<file path="config.mk">
export PLATFORM = sky130hd
export DESIGN_NAME = addsub_seq
export DESIGN_NICKNAME = d
export VERILOG_FILES = /design/src/rtl/addsub_seq.sv
export SDC_FILE = /design/constraint.sdc
export NUM_CORES = 1
export LEC_CHECK = 0
export ABC_AREA = 1
export CELL_PAD_IN_SITES_DETAIL_PLACEMENT = 0
export CELL_PAD_IN_SITES_GLOBAL_PLACEMENT = 1
export CORE_ASPECT_RATIO = 1.5
export CORE_MARGIN = 8
export CORE_UTILIZATION = 39
export DETAILED_ROUTE_END_ITERATION = 12
export GPL_ROUTABILITY_DRIVEN = 0
export PLACE_DENSITY = 0.83
export REMOVE_ABC_BUFFERS = 1
export SYNTH_ARGS = -nofsm -noshare
export SYNTH_HDL_FRONTEND = slang
export SYNTH_SLANG_ARGS = --single-unit
</file>
<file path="constraint.sdc">
create_clock -name clk -period 2.1 [get_ports clk]
set_input_delay 0.63 -clock clk [delete_from_list [all_inputs] [get_ports clk]]
set_output_delay 0.63 -clock clk [all_outputs]
set_load 0.02 [all_outputs]
</file>
<file path="src/rtl/addsub_seq.sv">
// Sequential CHUNK-bit-per-cycle adder/subtractor with valid/ready handshake and C/V/Z/N flags.
// Optional saturation on signed overflow when ADDSUB_SAT_EN is defined.
module addsub_seq #(
  parameter int WIDTH = 16,
  parameter int CHUNK = 4
) (
  input  logic             clk,
  input  logic             rst_n,
  input  logic             in_valid,
  output logic             in_ready,
  input  logic [WIDTH-1:0] a,
  input  logic [WIDTH-1:0] b,
  input  logic             m,
  output logic             out_valid,
  input  logic             out_ready,
  output logic [WIDTH-1:0] s,
  output logic             c,
  output logic             v,
  output logic             z,
  output logic             n
);

  localparam int NCH = WIDTH / CHUNK;
  localparam int IW  = (NCH > 1) ? $clog2(NCH) : 1;

  typedef enum logic [1:0] {IDLE, RUN, DONE} state_t;

  state_t            state_q, state_d;
  logic [WIDTH-1:0]  a_q, a_d, b_q, b_d, s_q, s_d;
  logic              carry_q, carry_d;
  logic [IW-1:0]     idx_q, idx_d;
  logic              c_q, c_d, v_q, v_d, z_q, z_d, n_q, n_d;
  logic              rdy_q;

  logic [CHUNK:0]    sum_ext;
  logic [WIDTH-1:0]  s_shift;
  logic [WIDTH-1:0]  s_fin;
  logic              v_raw;

`ifdef ADDSUB_SAT_EN
  localparam logic [WIDTH-1:0] SMAX = {1'b0, {(WIDTH-1){1'b1}}};
  localparam logic [WIDTH-1:0] SMIN = {1'b1, {(WIDTH-1){1'b0}}};
`endif

  always_ff @(posedge clk or negedge rst_n) begin
    if (!rst_n) begin
      state_q <= IDLE;
      a_q     <= '0;
      b_q     <= '0;
      s_q     <= '0;
      carry_q <= 1'b0;
      idx_q   <= '0;
      c_q     <= 1'b0;
      v_q     <= 1'b0;
      z_q     <= 1'b0;
      n_q     <= 1'b0;
      rdy_q   <= 1'b0;
    end else begin
      state_q <= state_d;
      a_q     <= a_d;
      b_q     <= b_d;
      s_q     <= s_d;
      carry_q <= carry_d;
      idx_q   <= idx_d;
      c_q     <= c_d;
      v_q     <= v_d;
      z_q     <= z_d;
      n_q     <= n_d;
      rdy_q   <= 1'b1;
    end
  end

  // Operands shift right each RUN cycle so the active slice is always the low CHUNK bits;
  // on the last slice a_q[CHUNK-1]/b_q[CHUNK-1] are the original MSBs.
  always_comb begin
    sum_ext = {1'b0, a_q[CHUNK-1:0]} + {1'b0, b_q[CHUNK-1:0]} + {{CHUNK{1'b0}}, carry_q};
    s_shift = (s_q >> CHUNK) | (WIDTH'(sum_ext[CHUNK-1:0]) << (WIDTH - CHUNK));
    v_raw   = (a_q[CHUNK-1] == b_q[CHUNK-1]) && (s_shift[WIDTH-1] != a_q[CHUNK-1]);
`ifdef ADDSUB_SAT_EN
    s_fin   = v_raw ? (a_q[CHUNK-1] ? SMIN : SMAX) : s_shift;
`else
    s_fin   = s_shift;
`endif
  end

  always_comb begin
    state_d = state_q;
    a_d     = a_q;
    b_d     = b_q;
    s_d     = s_q;
    carry_d = carry_q;
    idx_d   = idx_q;
    c_d     = c_q;
    v_d     = v_q;
    z_d     = z_q;
    n_d     = n_q;
    unique case (state_q)
      IDLE: begin
        if (in_valid && rdy_q) begin
          a_d     = a;
          b_d     = b ^ {WIDTH{m}};
          carry_d = m;
          idx_d   = '0;
          state_d = RUN;
        end
      end
      RUN: begin
        a_d     = a_q >> CHUNK;
        b_d     = b_q >> CHUNK;
        carry_d = sum_ext[CHUNK];
        s_d     = s_shift;
        idx_d   = idx_q + 1'b1;
        if (idx_q == IW'(NCH - 1)) begin
          idx_d   = '0;
          s_d     = s_fin;
          c_d     = sum_ext[CHUNK];
          v_d     = v_raw;
          z_d     = (s_fin == '0);
          n_d     = s_fin[WIDTH-1];
          state_d = DONE;
        end
      end
      DONE: begin
        if (out_ready) state_d = IDLE;
      end
      default: state_d = IDLE;
    endcase
  end

  assign in_ready  = rdy_q && (state_q == IDLE);
  assign out_valid = (state_q == DONE);
  assign s         = s_q;
  assign c         = c_q;
  assign v         = v_q;
  assign z         = z_q;
  assign n         = n_q;

endmodule

</file>
Yosys cells after proc, flatten, opt, wreduce, memory -nomap -nowiden
Cells that the tools add are included.

Input bits: 37. Bits in registers: 58. Output and inout bits: 22. Word-level logic and storage cells: 46.

Add/subtract/negate cells: 3. Equality and inequality tests: 8. Reduce and logical (&&, ||, !) cells: 9. Muxes and demuxes: 13. Bitwise gates (word level): 2.

Operator list (count): 16-bit one-hot mux with 2 select lines (2); 16-bit two-way mux (2); 16-bit logical NOT (1); 12-bit by 16-bit OR with 16-bit output (1); 16-bit bitwise XOR (1); 2-bit two-way mux (5); 2-bit one-hot mux with 3 select lines (1); 4-bit by 4-bit adder with 5-bit output (1); 5-bit by 1-bit adder with 5-bit output (1); 2-bit == test, second input constant (2); 2-bit inequality test, second input constant (2); 2-bit one-hot mux with 2 select lines (1); 2-bit AND reduction (2); 1-bit logical AND (3); 3-bit AND reduction (1); 2-bit by 1-bit adder with 2-bit output, second input constant (1); 2-bit by 1-bit == test with 1-bit output, second input constant (1); 2-bit logical NOT (1); 2-bit by 1-bit inequality test with 1-bit output, second input constant (1); 1-bit one-hot mux with 2 select lines (1); 2-bit nonzero test (1); 1-bit == test (1); 1-bit two-way mux (1); 1-bit inequality test (1).

Logic depth before layout (Yosys ltp)
Word-level depth: 5. Depth in mapped cells: 8. Depth with buffers taken out: 8.

Least setup slack after synthesis
OpenSTA, ideal clock, no wires.

Path type: reg2reg. From: register a_q[0]. To: register z_q (netlist: z). Required time: 2024 ps. Path slack: 349 ps. Path buffers: 0. Library setup time: 76 ps. Arrival: 1674 ps. Clock period less this slack: 1751 ps. Cell stages (with the launch flop): 8. Cell sequence: dfrtp_1 fa_1 fa_1 nor2_1 nand2_1 nor2_1 nand3_1 o21ai_1.

Longest elaborated chain between the ends: 4.

RTL lines: start, declared (RTL line 29) `logic [WIDTH-1:0] a_q, a_d, b_q, b_d, s_q, s_d;`; start signal, assigned (RTL line 48) `a_q <= '0;`; start signal, assigned (RTL line 60) `a_q <= a_d;`; 4-bit by 4-bit adder with 5-bit output (RTL line 76) `sum_ext = {1'b0, a_q[CHUNK-1:0]} + {1'b0, b_q[CHUNK-1:0]} + {{CHUNK{1'b0}}, carry_q};`; 5-bit by 1-bit adder with 5-bit output (RTL line 76); 12-bit by 16-bit OR with 16-bit output (RTL line 77) `s_shift = (s_q >> CHUNK) | (WIDTH'(sum_ext[CHUNK-1:0]) << (WIDTH - CHUNK));`; via s_fin[13] (RTL line 37) `logic [WIDTH-1:0] s_fin;`; 16-bit logical NOT (RTL line 118) `z_d = (s_fin == '0);`; end signal, assigned (RTL line 67) `z_q <= z_d;`; end, declared (RTL line 32) `logic c_q, c_d, v_q, v_d, z_q, z_d, n_q, n_d;`.

The timed path passes the listed nets, and every way through them passes these cells. A chain may end at the register's enable or synchronous reset.

Worst setup path in the final report
From: register s_q[9] (netlist: s[9]). To: output port s[9].

RTL lines: start, declared (RTL line 29); start signal, assigned (RTL line 50) `s_q <= '0;`; start signal, assigned (RTL line 62) `s_q <= s_d;`; end, declared (RTL line 16) `output logic [WIDTH-1:0] s,`.

No word-level cell between the ends.

==> reports/qor.yml <==
pwr:
  pwr-share-comb_pct: 40.9
  switching_share_pct: 37.09
  p_int_uw: 3839
  switchingPower_uw: 2264
  p_leak_uw: 0.001795
  vdd_ir_drop_max_mv: 0.6419
  pwr-share-seq_pct: 30.9
  p_clk_share_pct: 28.2
  power_density_mw_per_mm2: 1572
synthesis:
  synth_area_mm2: 0.002945
  yosysSeqAreaShare_pct: 49.28
  syn_inst: 323
  ys_types: 31
  yosys_warnings: 0
  syn-mean-instance-area_um2: 9.119
  ys_ff_latch: 58
critical_path:
  r2r-end: "z"
  cp_top_family: "buffers and inverters"
  critical_path.max_stage_delay_ps: 630
  worst_setup_path_start_kind: "register"
  worstPathArrival_ps: 1350
  ff2ff_setup_slack_ps: 210
  path_buf_inv: 1
  crit_path_cell_trace: "clkdlybuf4s50_1"
  reg2reg_from: "a_q[0]"
  critPathMaxFanout: 4
  cp_slowest_cell: "clkdlybuf4s50_1"
  cp.required_ps: 1470
  end_kind: "output port"
  r2r_cells: 7
  crit_type: "register to output port"
sta:
  final_hold_viol_count: 0
  finClkSkew_ps: 6.069
  tightestPinTransition_ps: 545.5
  slew_viol_final: 0
  period_needed_ps: 1982
  relSlewSlack_pct: 63.58
  fin_crit_sh_pct: 94.38
  setup_tns_ps: 0
  setup_ws_ps: 118.1
  setup_viol: 0
  rsz0062_at_grt: "false"
  fmax_mhz: 504.6
clock_network:
  cts_htree_levels: 3
  cts_root_buf: "clkbuf_16"
  hold_buffers: 0
  clock_sinks: 58
  clkTransAtPathRegs_ps: 50
  cts_buffer_depth: 2
  cts_tree: "yes"
  insertion_delay_ps: 330
  post-cts-setup-buffer-count: 0
  numCtsBuffers: 9
drt:
  dr.first_iter.drc_count: 88
  dr.pass1.iters: 4
  drcViolationCount: 0
  wl_per_cell_um: 13.47
  vias: 2245
  vias_per_cell: 4.667
  ant_nets: 0
  wl_um: 6478
cells_and_area:
  drive_gt1_share_pct: 13.72
  syn2layout_area_growth_pct: 31.78
  finish.net_count: 417
  antenna_cells: 0
  fillers: 708
floorplanning:
  start_util_pct: 39.45
  die_h_um: 122.4
  die_w_um: 86.96
  rows: 39
  dieArea_mm2: 0.01065
  core_mm2: 0.007466
  pin_count: 59
outcome:
  outcome: "finished, final reports clean"
placement:
  port_buffers: 58
  place_ws_ps: 82.12
  dp_hpwl_um: 4631
global_routing:
  grt_pass1_vias: 2384
  antenna_found_initial: 0
  grt_start_max_net_pins: 39
  grt.total_usage_pct: 13.28
  grt_overflow: 0
  grt_pass1_wl_um: 10920
hold_path:
  worstHoldPathType: "input pin to async pin"
job:
  cap_violations: 0
-- registers in the layout, indices dropped and copies added, names as in the netlist, 2 cells and up --
name     cells
state_q      2
a_q         16
idx_q        2
b_q         16
s           16
-- placed cells by master, fill, tap and decap left out, types with 4 or more instances in the layout --
cell type | Yosys | final
xnor2_1 | 13 | 13
nand3_1 | 13 | 13
nor2_1 | 48 | 48
o211ai_2 | 9 | 9
o21ai_0 | 4 | 4
inv_2 | 4 | 4
dfrtp_1 | 58 | 58
ha_1 | 4 | 4
clkdlybuf4s50_1 | 0 | 55
o21ai_1 | 13 | 13
buf_4 | 14 | 5
nand2_1 | 88 | 88
inv_1 | 13 | 13
nor3_2 | 10 | 10
clkbuf_16 | 0 | 9
-- layout make-up --
type                            count  area, µm²  area share (%)
Clock buffer                       11      252.7           6.512
Clock inverter                      5      100.1           2.579
Inverter                           17      63.81           1.644
Multi-Input combinational cell    223       1231           31.72
Sequential cell                    58       1451           37.40
Tap cell                          102      127.6           3.288
Timing Repair Buffer               65      654.4           16.86
-- layer usage --
| layer | share of wire (%) | routed length [µm] | GRT usage [%] | up-vias |
|---|---|---|---|---|
| met5 | 0 | 0 | 0 | - |
| met2 | 50 | 3232 | 22.67 | 59 |
| li1 | - | - | - | 1120 |
| met1 | 43 | 2811 | 14.67 | 1059 |
| met4 | 1.3 | 82 | 6.926 | 0 |
| met3 | 5.4 | 352 | 3.686 | 7 |
-- synthesized netlist by cell type --
cell type | n | share of area, %
a21oi_1 | 2 | 0.34
a22o_1 | 2 | 0.59
buf_2 | 3 | 0.51
buf_4 | 14 | 3.6
buf_6 | 6 | 2.3
clkbuf_1 | 1 | 0.13
clkbuf_4 | 1 | 0.25
conb_1 | 1 | 0.13
dfrtp_1 | 58 | 49
fa_1 | 2 | 1.4
ha_1 | 4 | 1.7
inv_1 | 13 | 1.7
inv_2 | 4 | 0.51
nand2_1 | 88 | 11
nand2_4 | 2 | 0.76
nand3_1 | 13 | 2.2
nand3_4 | 1 | 0.59
nand4_1 | 1 | 0.21
nor2_1 | 48 | 6.1
nor2_2 | 1 | 0.21
nor2_4 | 1 | 0.38
nor3_1 | 2 | 0.34
nor3_2 | 10 | 3.4
o211ai_2 | 9 | 3.8
o21a_1 | 1 | 0.25
o21ai_0 | 4 | 0.68
o21ai_1 | 13 | 2.2
o21bai_1 | 1 | 0.25
o31ai_1 | 1 | 0.25
xnor2_1 | 13 | 3.9
xor2_1 | 3 | 0.89
-- timing repair --
item                       in CTS  in global routing
pin swaps                       0                  0
resized for setup               1                  1
setup endpoints to repair       1                  1
-- kinds of logic after synthesis --
| logic type | count (synthesis) | share of synthesized area (%) |
|---|---|---|
| simple gates | 167 | 25.45 |
| flops | 58 | 49.28 |
| buf+inv | 42 | 8.921 |
| compound gates | 33 | 8.412 |
| xor+xnor | 16 | 4.758 |
| fa+ha+maj | 6 | 3.059 |
| other cells | 1 | 0.1273 |
-- worst max-delay path by stage --
stage                     end  slack, ps       start  cells after the start
floorplan                   z        350      a_q[0]                      7
global placement       a_q[0]        110    in_valid                      6
detailed placement     a_q[0]         80    in_valid                      6
global route             s[9]         60        s[9]                      1
finish                   s[9]        120        s[9]                      1
CTS                 out_valid         20  state_q[0]                      2
-- metrics by stage --
stage	util [%]	hold WS, ps	cell area [µm²]	std cells	power, µW
2_1_floorplan	-	334.4	2746	298	3483
3_3_place_gp	47.24	454.4	3527	465	4363
3_5_place_dp	47.24	461.0	3527	465	4439
4_1_cts	51.95	277.2	3879	481	6182
5_1_grt	51.99	292.8	3881	481	6562
6_report	51.99	261.9	3881	481	6103
-- power by group through the flow --
| stage | Combinational [µW] | Sequential [µW] | Clock [µW] |
|---|---|---|---|
| 4_1_cts | 2540 | 1890 | 1750 |
| 6_report | 2500 | 1880 | 1720 |
| 5_1_grt | 2810 | 1940 | 1810 |
| 2_1_floorplan | 1440 | 2040 | 0 |
| 3_3_place_gp | 2470 | 1890 | 0 |
| 3_5_place_dp | 2540 | 1900 | 0 |
Note: power is estimated with default switching activity, not from simulation.
